$ cat src/rtl/alu_operand_sequencer_if.sv
// ALU-facing bus of the operand sequencer: registered operands/op out,
// combinational result and invalid flag back from the ALU.
interface alu_operand_sequencer_if #(
  parameter int bits = 8
);
  logic [bits-1:0] A;
  logic [bits-1:0] B;
  logic [1:0]      op;
  logic [bits:0]   res_in;
  logic            invalido_in;

  modport master (output A, output B, output op, input res_in, input invalido_in);
  modport slave  (input A, input B, input op, output res_in, output invalido_in);
endinterface

$ cat src/rtl/alu_operand_sequencer.sv
// Switch-driven operand sequencer: collects A, B and op with enter/undo pulses,
// captures the ALU result one cycle later and supports result chaining.
module alu_operand_sequencer #(
  parameter int bits = 8
) (
  input  logic                    clk,
  input  logic                    reset,
  input  logic [bits-1:0]         data_in,
  input  logic [1:0]              op_in,
  input  logic                    enter,
  input  logic                    undo,
  alu_operand_sequencer_if.master alu,
  output logic [bits:0]           result,
  output logic                    invalid,
  output logic                    result_valid,
  output logic [2:0]              state,
  output logic [bits:0]           display_val
);

  localparam logic [2:0] ST_ENTER_A  = 3'd0;
  localparam logic [2:0] ST_ENTER_B  = 3'd1;
  localparam logic [2:0] ST_ENTER_OP = 3'd2;
  localparam logic [2:0] ST_EXEC     = 3'd3;
  localparam logic [2:0] ST_SHOW     = 3'd4;

  logic [2:0]      state_r;
  logic [2:0]      next_state_s;
  logic [bits-1:0] a_r;
  logic [bits-1:0] b_r;
  logic [1:0]      op_r;
  logic [bits:0]   result_r;
  logic            invalid_r;
  logic            valid_r;
  logic            accept_s;
  logic            clear_s;
  logic [bits:0]   display_s;

  // State register
  always_ff @(posedge clk) begin
    if (reset) begin
      state_r <= ST_ENTER_A;
    end else begin
      state_r <= next_state_s;
    end
  end

  // Next-state logic; undo wins over enter, EXEC ignores both
  always_comb begin
    next_state_s = ST_ENTER_A;
    case (state_r)
      ST_ENTER_A: begin
        if (enter && !undo) next_state_s = ST_ENTER_B;
        else                next_state_s = ST_ENTER_A;
      end
      ST_ENTER_B: begin
        if (undo)       next_state_s = ST_ENTER_A;
        else if (enter) next_state_s = ST_ENTER_OP;
        else            next_state_s = ST_ENTER_B;
      end
      ST_ENTER_OP: begin
        if (undo)       next_state_s = ST_ENTER_B;
        else if (enter) next_state_s = ST_EXEC;
        else            next_state_s = ST_ENTER_OP;
      end
      ST_EXEC: next_state_s = ST_SHOW;
      ST_SHOW: begin
        if (undo)                    next_state_s = ST_ENTER_A;
        else if (enter && invalid_r) next_state_s = ST_ENTER_A;
        else if (enter)              next_state_s = ST_ENTER_B;
        else                         next_state_s = ST_SHOW;
      end
      default: next_state_s = ST_ENTER_A;
    endcase
  end

  // Output/control decode: wipe conditions and the display mux
  always_comb begin
    accept_s  = enter && !undo;
    clear_s   = 1'b0;
    display_s = {(bits+1){1'b0}};
    case (state_r)
      ST_ENTER_A, ST_ENTER_B: display_s = {1'b0, data_in};
      ST_ENTER_OP, ST_EXEC:   display_s = {1'b0, b_r};
      ST_SHOW: begin
        display_s = result_r;
        clear_s   = undo || (enter && invalid_r);
      end
      default: clear_s = 1'b1;
    endcase
  end

  // Operand, op and result capture registers
  always_ff @(posedge clk) begin
    if (reset || clear_s) begin
      a_r       <= {bits{1'b0}};
      b_r       <= {bits{1'b0}};
      op_r      <= 2'b00;
      result_r  <= {(bits+1){1'b0}};
      invalid_r <= 1'b0;
      valid_r   <= 1'b0;
    end else begin
      case (state_r)
        ST_ENTER_A:  if (accept_s) a_r <= data_in;
        ST_ENTER_B:  if (accept_s) b_r <= data_in;
        ST_ENTER_OP: if (accept_s) op_r <= op_in;
        ST_EXEC: begin
          // op_r settled on the previous edge, so res_in is stable here
          result_r  <= alu.res_in;
          invalid_r <= alu.invalido_in;
          valid_r   <= 1'b1;
        end
        ST_SHOW: begin
          if (accept_s) begin
            a_r     <= result_r[bits-1:0];
            valid_r <= 1'b0;
          end
        end
        default: begin
        end
      endcase
    end
  end

  assign alu.A        = a_r;
  assign alu.B        = b_r;
  assign alu.op       = op_r;
  assign result       = result_r;
  assign invalid      = invalid_r;
  assign result_valid = valid_r;
  assign state        = state_r;
  assign display_val  = display_s;

endmodule

$ cat src/flat_wrapper.sv
// flat-port wrapper written by rule: the top's interface ports become plain ports
module alu_operand_sequencer_flat 
#(
  parameter int bits = 8
)
  (clk, reset, data_in, op_in, enter, undo, result, invalid, result_valid, state, display_val, alu_A, alu_B, alu_op, alu_res_in, alu_invalido_in);
  alu_operand_sequencer_if #(.bits(bits)) alu_i ();
  input  logic clk;
  input  logic reset;
  input  logic [bits-1:0] data_in;
  input  logic [1:0] op_in;
  input  logic enter;
  input  logic undo;
  output logic [bits:0] result;
  output logic invalid;
  output logic result_valid;
  output logic [2:0] state;
  output logic [bits:0] display_val;
  output wire logic [$bits(alu_i.A)-1:0] alu_A;
  output wire logic [$bits(alu_i.B)-1:0] alu_B;
  output wire logic [$bits(alu_i.op)-1:0] alu_op;
  input wire logic [$bits(alu_i.res_in)-1:0] alu_res_in;
  input wire logic [$bits(alu_i.invalido_in)-1:0] alu_invalido_in;
  assign alu_A = alu_i.A;
  assign alu_B = alu_i.B;
  assign alu_op = alu_i.op;
  assign alu_i.res_in = alu_res_in;
  assign alu_i.invalido_in = alu_invalido_in;
  alu_operand_sequencer #(.bits(bits)) u_core (.clk(clk), .reset(reset), .data_in(data_in), .op_in(op_in), .enter(enter), .undo(undo), .alu(alu_i), .result(result), .invalid(invalid), .result_valid(result_valid), .state(state), .display_val(display_val));
endmodule
$ cat config.mk
export PLATFORM = sky130hd
export DESIGN_NAME = alu_operand_sequencer_flat
export DESIGN_NICKNAME = d
export VERILOG_FILES = /design/src/rtl/alu_operand_sequencer_if.sv /design/src/rtl/alu_operand_sequencer.sv /design/src/flat_wrapper.sv
export SDC_FILE = /design/constraint.sdc
export NUM_CORES = 1
export LEC_CHECK = 0
export CAP_MARGIN = 15
export CORE_MARGIN = 5
export CORE_UTILIZATION = 54
export DETAILED_ROUTE_END_ITERATION = 6
export DONT_BUFFER_PORTS = 1
export PLACE_DENSITY = 0.69
export SLEW_MARGIN = 20
export SYNTH_ARGS = -nofsm -noshare
export SYNTH_HDL_FRONTEND = slang
export SYNTH_SLANG_ARGS = --single-unit
$ cat constraint.sdc
create_clock -name clk -period 2.02 [get_ports clk]
set_clock_uncertainty 0.1 [all_clocks]
set_input_delay 0.404 -clock clk [delete_from_list [all_inputs] [get_ports clk]]
set_output_delay 0.404 -clock clk [all_outputs]
set_load 0.1 [all_outputs]
# Word-level counts from Yosys, hierarchy flattened
# Index checks and enable logic that the tools add are counted.
[classes] eq_ne=6 mux=16 reduce_logical=15
[op_table] operator="case mux 9 bit (3 select lines)" count=1
[op_table] operator="2-to-1 mux 8 bit" count=2
[op_table] operator="case mux 8 bit (2 select lines)" count=1
[op_table] operator="2-to-1 mux 3 bit" count=5
[op_table] operator="case mux 3 bit (5 select lines)" count=1
[op_table] operator="equality test 3 x 2 -> 1 bit (second input constant)" count=2
[op_table] operator="AND reduction 2 bit" count=3
[op_table] operator="!= test 2 x 1 -> 1 bit (second input constant)" count=2
[op_table] operator="case mux 1 bit (2 select lines)" count=2
[op_table] operator="nonzero test 2 bit" count=2
[op_table] operator="OR reduction 2 bit" count=2
[op_table] operator="OR reduction 4 bit" count=1
[op_table] operator="equality test 3 x 1 -> 1 bit (second input constant)" count=1
[op_table] operator="equality test 3 bit (second input constant)" count=1
[op_table] operator="zero test 3 bit" count=1
[op_table] operator="2-to-1 mux 1 bit" count=3
[op_table] operator="AND reduction 3 bit" count=1
[op_table] operator="logical AND 1 bit" count=2
[op_table] operator="logical OR 1 bit" count=2
[op_table] operator="2-to-1 mux 2 bit" count=1
[op_table] operator="zero test 1 bit" count=1
[totals] reg_bits=32 in_bits=24 output_inout_bits=41 word_cells=44

# Logic depth before layout (Yosys ltp)
# Gate-level depths: netlist of the first run.
[depth] ltp_word=4 mapped_depth=6

# Worst setup path after synthesis of the first run
# OpenSTA, ideal clock, no wires.
[synth_path] path_type="register -> output" start="reg u_core.state_r[2] (netlist: u_core.state[2])" end="out display_val[0]" arrival_time_ps=3794 required_ps=1516 path_slack_ps=-2278 stages_incl_launch_ff=6 path_buffers=2 cell_sequence="dfxtp_1 -> clkbuf_1 -> nor2b_1 -> buf_2 -> a21oi_1 -> o21ai_0"
[synth_between] elab_chain_cells=3 word_cells_on_any_way=8
[synth_lines] element="start: declaration" line="alu_operand_sequencer.sv:26" text="logic [2:0] state_r;"
[synth_lines] element="start signal: assignment" line="alu_operand_sequencer.sv:43" text="state_r <= next_state_s;"
[synth_lines] element="equality test 3 x 2 -> 1 bit (tied with other cells)" line="alu_operand_sequencer.sv:81" text="case (state_r)"
[synth_lines] element="OR reduction 2 bit" line="alu_operand_sequencer.sv:81"
[synth_lines] element="case mux 9 bit (3 select lines) *" line="alu_operand_sequencer.sv:81"
[synth_lines] element="end: declaration" line="flat_wrapper.sv:18" text="output logic [bits:0] display_val;"
# Every way passes the cells marked *; elsewhere a longest branch is shown, timed or not.

# Final worst setup path of the first run
[layout_path] start="reg u_core.state_r[2] (netlist: u_core.state[2])" end="out display_val[5]"
# Same word-level chain as after synthesis.

==> run_results.csv, run 1 <==
group,metric,value,unit
place,hpwl,3640,um
critical_path,path_buf_inv,2,
global_routing,grt_start_max_net_pins,19,
yosys,synth-compound-area-share,21.7,%
timing,slew_violations,0,
timing,slew_headroom,67.2,%
power,combPwrFrac,26.2,%
yosys,synthSimpleGateAreaFrac,24.9,%
global_routing,antenna_found_initial,0,
final_layout,fill_cells,150,
power,pwr_density_cell,691,nW/um2
place,placed_area,2130,um2
yosys,syn-num-nets,212,
clocking,cts-root-buf,"clkbuf_4",
power,power,0.00167,W
yosys,syn-cell-area,1620,um2
detailed_routing,dr_total_vias,1713,
detailed_routing,wirelength,5940,um
yosys,muxShareOfSynthArea,6.89,%
clocking,htree_num_levels,2,
die,coreArea,2810,um2
timing,tns,-0.0943,ns
die,die_w,64.7,um
die,chipHeight,64.7,um
die,ios,65,
timing,setup_viol,4,
yosys,synth.distinct_cells,35,
clocking,cts_buffers,5,
critical_path,startpoint_type,"register",
yosys,synthAdderAreaFrac,0,%
outcome,violations,"setup timing",
critical_path,worst-r2r-setup-slack,0.08,ns
global_routing,grt.total_usage,29.4,%
detailed_routing,ant_nets,0,
detailed_routing,dr.pass1.iters,5,
yosys,synth-seq-cells,32,
yosys,avgSynthCellArea,8.59,um2
final_layout,final_area,2410,um2
final_layout,final_cells,269,
place,placed_cells,250,
min_path,hp-class,"input pin to register",
critical_path,crit_type,"register to output port",
clocking,clk_pin_slew,0.11,ns
detailed_routing,drc,0,
yosys,synth_ff_type,"dfxtp_1",
critical_path,reg2reg_depth,5,
global_routing,grt_pass1_wl,9350,um
critical_path,max_stage_delay,0.40,ns
final_layout,final_cell_mix,"buf_4 (46), dfxtp_1 (21), nor2_1 (19)",
final_layout,layout_commonest_cell,"buf_4",
critical_path,crit_cells,5,
clocking,cts_sinks,32,
critical_path,path_max_fanout,8,
critical_path,slowest_stage,"dfxtp_4",
final_layout,drive_gt1_share,48.3,%
die,start_util,57.6,%
critical_path,critical_path_required,1.52,ns
flow_run,maxCapViolCount,0,
final_layout,final_util,86.0,%
final_layout,nets,261,
clocking,insertion_delay,0.35,ns
place,io_buffers,0,
yosys,synth_cells,188,
timing,period_share,102,%
yosys,synth_edf_count,0,
timing,hold_violations,0,
timing,rsz0062_at_grt,"true",
power,switching_share,33.7,%
min_path,min_path_cells,1,
critical_path,cp_top_family,"flip-flops",
detailed_routing,drt-initial-drc-count,179,
power,power.leakage,1.02,nW
die,dieArea,4180,um2
detailed_routing,via_per_inst,6.37,
clocking,cts.path.max_buffers,2,
global_routing,grt_overflow,0,
final_layout,n_antenna_cell,0,
die,rows,19,
outcome,status,"complete, but fails checks",
place,place.gp.congestion,0.794,
power,power_switching,0.000562,W
timing,worst_pin_slew,0.490,ns
yosys,seq_area_frac_synth,39.7,%
final_layout,areaGrowthSynthToFinish,49.3,%
detailed_routing,wl_per_cell,22.1,um
power,intPower,0.00110,W
critical_path,end_kind,"output port",
timing,min_period,2.05,ns
yosys,async_flop_share,0,%
yosys,yosysWarnings,0,
yosys,yosys.area_share.xor_xnor,0,%
critical_path,path_cells,"nor2b_4 > buf_8 > a21oi_2 > o21ai_4 > buf_12",
power,ir_drop,644,uV
timing,final.setup.worst_slack,-0.0311,ns
clocking,cts_tree,"done",
yosys,synth_top_family_by_area,"simple AND/OR/NAND/NOR gates",
power,clkPwrFrac,34.4,%
timing,fmax,0.488,GHz
critical_path,arrival,1.55,ns
global_routing,first_global_vias,1723,
power,pwr-share-seq,39.4,%
==> power groups by stage <==
stage               sequential, W  clock, W  combinational (W)
floorplan                0.000799         0           0.000190
global placement         0.000675         0           0.000394
detailed placement       0.000677         0           0.000400
CTS                      0.000655  0.000570           0.000420
global route             0.000659  0.000606           0.000449
finish                   0.000657  0.000574           0.000436
==> worst reg2reg max path: stages, from the launching register on <==
cell and delay [ns]:
dfxtp_4 0.38, buf_4 0.12, buf_4 0.30, clkinv_1 0.36, mux2_2 0.37, nor4_1 0.21
==> state kept, by name (all words and copies together), names as in the netlist <==
signal / cells
u_core.result_valid: 1
u_core.result: 9
u_core.invalid: 1
u_core.alu.A: 8
u_core.alu.B: 8
u_core.state: 3
u_core.alu.op: 2
==> final cells by class <==
type | count | area, um2 | share of cell area [%]
Sequential cell | 32 | 662 | 27.5
Inverter | 2 | 7.51 | 0.311
Clock buffer | 7 | 65.1 | 2.70
Tap cell | 31 | 38.8 | 1.61
Timing Repair Buffer | 59 | 559 | 23.2
Multi-Input combinational cell | 137 | 1050 | 43.5
Clock inverter | 1 | 30.0 | 1.25
==> cell usage after synthesis (2+ instances only) <==
library cell / n / area share, %
buf_6: 4 / 2.8
nor2_1: 19 / 4.4
a211oi_1: 2 / 0.93
nor3b_1: 3 / 1.4
nor2b_1: 11 / 4.3
a21oi_1: 21 / 6.5
a211oi_2: 8 / 6.2
nand2_1: 10 / 2.3
dfxtp_1: 32 / 40
clkbuf_1: 4 / 0.93
or3b_2: 2 / 1.1
nand3_1: 10 / 3.1
buf_2: 7 / 2.2
mux2i_1: 10 / 6.2
o21ai_0: 18 / 5.6
nor3_1: 8 / 2.5
==> path summary, 6_finish.rpt <==
| kind | from | end |
|---|---|---|
| worst min register to register | u_core.alu.A[1] | u_core.alu.A[1] |
| worst min-delay path | undo | u_core.state[1] |
| worst max register to register | u_core.state[1] | u_core.state[1] |
| worst max-delay path | u_core.state[2] | display_val[5] |
==> per-layer routing <==
metal | share of wire, % | wire length (um) | vias to the layer above | global-route usage, %
met2 | 47 | 2800 | 96 | 47.3
li1 | - | - | 766 | -
met5 | 0 | 0 | - | 0
met1 | 41 | 2440 | 837 | 35.4
met4 | 2.3 | 138 | 0 | 13.2
met3 | 9.5 | 563 | 14 | 10.5
==> kinds of logic after synthesis <==
group / Yosys count
simple gates: 72
compound gates: 54
flops: 32
buf+inv: 19
mux: 11
==> through the flow <==
step	hold slack, ns	worst slack [ns]
finish	0.0228	-0.0311
global route	0.00199	-0.0645
CTS	0.00616	-0.0245
detailed placement	0.368	0.196
global placement	0.366	0.273
floorplan	0.363	-0.183
==> repair_timing <==
action                     in CTS  in global routing
setup endpoints to repair       9                  9
cloned                          0                  0
pin swaps                       1                  3
setup buffers                   8                  1
hold endpoints to repair        1                  1
hold buffers                    1                  1
gates resized for setup        17                 12
Note: power is estimated with default switching activity, not from simulation.
==> inputs of run 2 (changes only) <==
CORE_ASPECT_RATIO = 1.75   (was not set)
==> run_results.csv, run 2 (synthesized netlist as in run 1, its figures left out) <==
group,metric,value,unit
power,power.leakage,0.965,nW
timing,slew_headroom,62.6,%
detailed_routing,via_per_inst,5.98,
power,clkPwrFrac,32.1,%
global_routing,grt_overflow,0,
detailed_routing,wirelength,4800,um
critical_path,arrival,1.50,ns
power,ir_drop,673,uV
final_layout,areaGrowthSynthToFinish,42.4,%
die,start_util,55.8,%
timing,setup_viol,0,
die,ios,65,
power,switching_share,33.7,%
die,die_w,51.3,um
power,combPwrFrac,26.0,%
timing,slew_violations,0,
detailed_routing,dr_total_vias,1554,
timing,hold_violations,0,
detailed_routing,drc,0,
outcome,status,"complete, no violations",
power,power_switching,0.000530,W
die,rows,26,
final_layout,drive_gt1_share,43.5,%
place,hpwl,3770,um
power,intPower,0.00104,W
global_routing,grt_pass1_wl,7380,um
clocking,cts.path.max_buffers,2,
place,io_buffers,0,
clocking,cts_sinks,32,
global_routing,grt_start_max_net_pins,26,
place,place.gp.congestion,0.820,
final_layout,n_antenna_cell,0,
clocking,insertion_delay,0.28,ns
clocking,clk_pin_slew,0.06,ns
final_layout,layout_commonest_cell,"buf_4",
global_routing,first_global_vias,1614,
timing,worst_pin_slew,0.559,ns
global_routing,antenna_found_initial,0,
final_layout,largest_reg_flops,9,
clocking,cts_buffers,5,
clocking,cts_hold_buf,0,
detailed_routing,wl_per_cell,18.5,um
critical_path,critical_path_required,1.52,ns
detailed_routing,drt-initial-drc-count,44,
critical_path,startpoint_type,"register",
detailed_routing,ant_nets,0,
final_layout,final_area,2300,um2
die,dieArea,4230,um2
flow_run,maxCapViolCount,0,
critical_path,crit_type,"register to output port",
power,pwr_density_cell,685,nW/um2
die,chipHeight,82.4,um
final_layout,final_cell_mix,"buf_4 (43), dfxtp_1 (21), nor2_1 (19)",
die,coreArea,2900,um2
final_layout,fill_cells,192,
place,placed_area,2170,um2
critical_path,end_kind,"output port",
critical_path,path_max_fanout,8,
global_routing,grt.total_usage,23.4,%
power,power,0.00157,W
clocking,htree_num_levels,2,
final_layout,nets,255,
timing,fmax,0.500,GHz
final_layout,final_cells,260,
place,placed_cells,249,
timing,rsz0062_at_grt,"true",
min_path,hp-class,"input pin to register",
clocking,cts-root-buf,"clkbuf_8",
timing,min_period,2.00,ns
clocking,cts_tree,"done",
detailed_routing,dr.pass1.iters,4,
power,pwr-share-seq,41.9,%
timing,period_share,99.0,%
## run 2: final timing paths
check / end / slack, ns / cells after the start / from
setup / recovery: display_val[5] / 0.02 / 5 / u_core.state[2]
setup reg to reg: u_core.state[1] / 0.27 / 4 / u_core.state[1]
hold reg to reg: u_core.alu.A[3] / 0.40 / 2 / u_core.alu.A[3]
hold / removal: u_core.state[2] / 0.07 / 1 / reset
## run 2: what timing repair did
action	4_1_cts	5_1_grt
setup buffers	2	1
endpoints found under the setup margin	8	8
resized for setup	1	6
pin swaps	0	0
## run 2: power groups by stage
stage	logic, W	clock network, W	registers, W
after CTS	0.000405	0.000512	0.000662
after detailed placement	0.000404	0	0.000677
after global routing	0.000423	0.000540	0.000662
after global placement	0.000397	0	0.000675
final	0.000409	0.000506	0.000660
after floorplan	0.000190	0	0.000799
## run 2: per-stage QoR
step,util (%),TNS [ns],setup slack (ns),hold WS (ns)
floorplan,-,-1.44,-0.183,0.363
global placement,74.9,0,0.313,0.365
detailed placement,74.9,0,0.253,0.366
CTS,78.6,0,0.00442,0.0620
global route,79.4,-0.0524,-0.0152,0.0634
finish,79.4,0,0.0205,0.0729
## run 2: final cells by class
cell class                      instances  area (um2)  area share, %
Tap cell                               28        35.0           1.52
Inverter                                2        7.51          0.326
Sequential cell                        32         659           28.7
Clock buffer                            8        90.1           3.92
Multi-Input combinational cell        137         985           42.8
Timing Repair Buffer                   53         523           22.7
## run 2: worst max-delay path: stages (launching register included)
cell	delay, ns
dfxtp_4	0.36
nor2b_2	0.16
buf_4	0.17
a21oi_1	0.26
o21ai_4	0.09
buf_12	0.17
## run 2: routing by layer
| metal | track usage, % | part of all wire (%) | vias up |
|---|---|---|---|
| met5 | 0 | 0 | - |
| met4 | 11.8 | 3.3 | 0 |
| met3 | 7.54 | 6.8 | 14 |
| met2 | 45.2 | 55 | 53 |
| met1 | 21.2 | 35 | 734 |
| li1 | - | - | 753 |
==> inputs of run 3 (changes only) <==
--- a/config.mk
+++ b/config.mk
@@ -9,8 +9,7 @@
 export CORE_ASPECT_RATIO = 1.75
 export CORE_MARGIN = 5
-export CORE_UTILIZATION = 54
+export CORE_UTILIZATION = 43
 export DETAILED_ROUTE_END_ITERATION = 6
-export DONT_BUFFER_PORTS = 1
-export PLACE_DENSITY = 0.69
+export PLACE_DENSITY = 0.8
 export SLEW_MARGIN = 20
 export SYNTH_ARGS = -nofsm -noshare
==> constraint.sdc (replaced) <==
create_clock -name clk -period 2.02 [get_ports clk]
set_clock_uncertainty 0.1 [all_clocks]
set_input_delay 0.505 -clock clk [delete_from_list [all_inputs] [get_ports clk]]
set_output_delay 0.505 -clock clk [all_outputs]
set_load 0.1 [all_outputs]
==> run_results.csv, run 3 (synthesized netlist as in run 1, its figures left out) <==
group,metric,value,unit
outcome,status,"complete, but fails checks",
outcome,violations,"setup timing",
timing,slew_violations,0,
power,combPwrFrac,32.2,%
power,ir_drop,536,uV
final_layout,areaGrowthSynthToFinish,103,%
detailed_routing,dr.pass1.iters,5,
critical_path,path_max_fanout,8,
power,intPower,0.00115,W
timing,min_period,2.09,ns
timing,rsz0062_at_grt,"true",
critical_path,arrival,1.48,ns
detailed_routing,wl_per_cell,23.5,um
detailed_routing,ant_nets,0,
final_layout,fill_cells,141,
final_layout,final_cell_mix,"buf_12 (43), buf_4 (29), dfxtp_1 (20)",
timing,fmax,0.479,GHz
power,power.leakage,1.39,nW
detailed_routing,dr_total_vias,1930,
power,clkPwrFrac,29.6,%
clocking,cts_sinks,32,
power,pwr_density_cell,535,nW/um2
global_routing,first_global_vias,1973,
place,io_buffers,64,
timing,worst_pin_slew,0.424,ns
global_routing,antenna_found_initial,0,
min_path,hp-class,"register to register",
critical_path,slowest_stage,"dfxtp_4",
global_routing,grt_pass1_wl,10800,um
power,pwr-share-seq,38.2,%
final_layout,final_util,90.5,%
clocking,insertion_delay,0.29,ns
die,ios,65,
power,switching_share,34.5,%
die,start_util,44.5,%
timing,final.setup.worst_slack,-0.0665,ns
clocking,clk_pin_slew,0.07,ns
clocking,cts-root-buf,"clkbuf_8",
detailed_routing,via_per_inst,5.96,
timing,hold_violations,0,
critical_path,max_stage_delay,0.38,ns
critical_path,path_cells,"nor2b_4 > buf_8 > a21oi_2 > o21ai_4 > buf_12",
final_layout,drive_gt1_share,51.6,%
global_routing,grt.total_usage,27.5,%
clocking,cts.path.max_buffers,2,
clocking,cts_buffers,5,
die,rows,29,
global_routing,grt_overflow,0,
final_layout,largest_reg_flops,9,
critical_path,crit_type,"register to output port",
die,dieArea,5130,um2
place,hpwl,4420,um
timing,period_share,103,%
timing,slew_headroom,71.3,%
place,place.gp.congestion,0.806,
clocking,htree_num_levels,2,
critical_path,end_kind,"output port",
power,power_switching,0.000606,W
flow_run,maxCapViolCount,0,
die,die_w,56.3,um
detailed_routing,drt-initial-drc-count,71,
critical_path,startpoint_type,"register",
global_routing,grt_start_max_net_pins,19,
final_layout,layout_commonest_cell,"buf_12",
die,chipHeight,91.1,um
timing,setup_viol,13,
detailed_routing,wirelength,7620,um
detailed_routing,drc,0,
die,coreArea,3630,um2
final_layout,nets,300,
clocking,cts_tree,"done",
power,power,0.00176,W
critical_path,critical_path_required,1.41,ns
-- run 3: cell count changes in the layout (fill, tap and decap cells not counted), sizes merged --
cell,before,now
buf,53,75
clkdlybuf4s50,0,14
dlygate4sd2,0,8
diode,0,1
dlymetal6s2s,0,1
-- run 3: routing by layer --
layer,track usage (%),share of wire (%)
met5,0,0
met4,13.5,4.9
met1,29.5,36
met2,49.0,54
met3,6.81,5.7
-- run 3: final timing paths --
check / cells past startpoint / startpoint / slack (ns) / to
setup reg to reg: 5 / u_core.state[1] / 0.05 / u_core.alu.A[6]
setup / recovery: 5 / u_core.state[2] / -0.07 / display_val[6]
hold reg to reg: 2 / u_core.alu.op[1] / 0.43 / u_core.alu.op[1]
hold / removal: 2 / u_core.alu.op[1] / 0.43 / u_core.alu.op[1]
-- run 3: repair_timing --
item                                    4_1_cts  5_1_grt
pin swaps                                     6        5
hold buffers                                  0        0
setup buffers                                10        0
resized for setup                            50        7
endpoints found under the setup margin        9       18
-- run 3: worst max-delay path: cells and delay by family (launching register included) --
family,cells,cell delay (ns)
AOI/OAI and AO/OA,2,0.25
and+or+nand+nor,1,0.20
DFF,1,0.38
buffers and inverters,2,0.36
-- run 3: area by class of cell --
type	instances	area [um2]	area share, %
tap	46	57.6	1.75
multi-input combinational	137	1130	34.3
clock buffer	8	90.1	2.74
antenna	1	2.50	0.0762
timing repair buffer	98	1340	40.8
sequential	32	661	20.1
inverter	2	7.51	0.229
-- run 3: per-stage QoR --
stage          worst slack, ns  hold slack [ns]  cells  area [um2]  TNS, ns
2_1_floorplan           -0.284            0.464    188        1750    -2.24
3_3_place_gp            -0.212            0.408    305        2940    -3.88
3_5_place_dp            -0.237            0.415    305        2940    -5.01
4_1_cts                -0.0166            0.427    323        3250  -0.0777
5_1_grt                 -0.114            0.448    323        3280    -1.19
6_report               -0.0665            0.430    324        3280   -0.581
-- run 3: power by group through the flow --
| stage | Combinational, W | Clock [W] | Sequential [W] |
|---|---|---|---|
| final | 0.000566 | 0.000520 | 0.000672 |
| after global routing | 0.000578 | 0.000541 | 0.000673 |
| after CTS | 0.000551 | 0.000512 | 0.000670 |
| after detailed placement | 0.000525 | 0 | 0.000684 |
| after global placement | 0.000513 | 0 | 0.000683 |
| after floorplan | 0.000190 | 0 | 0.000798 |
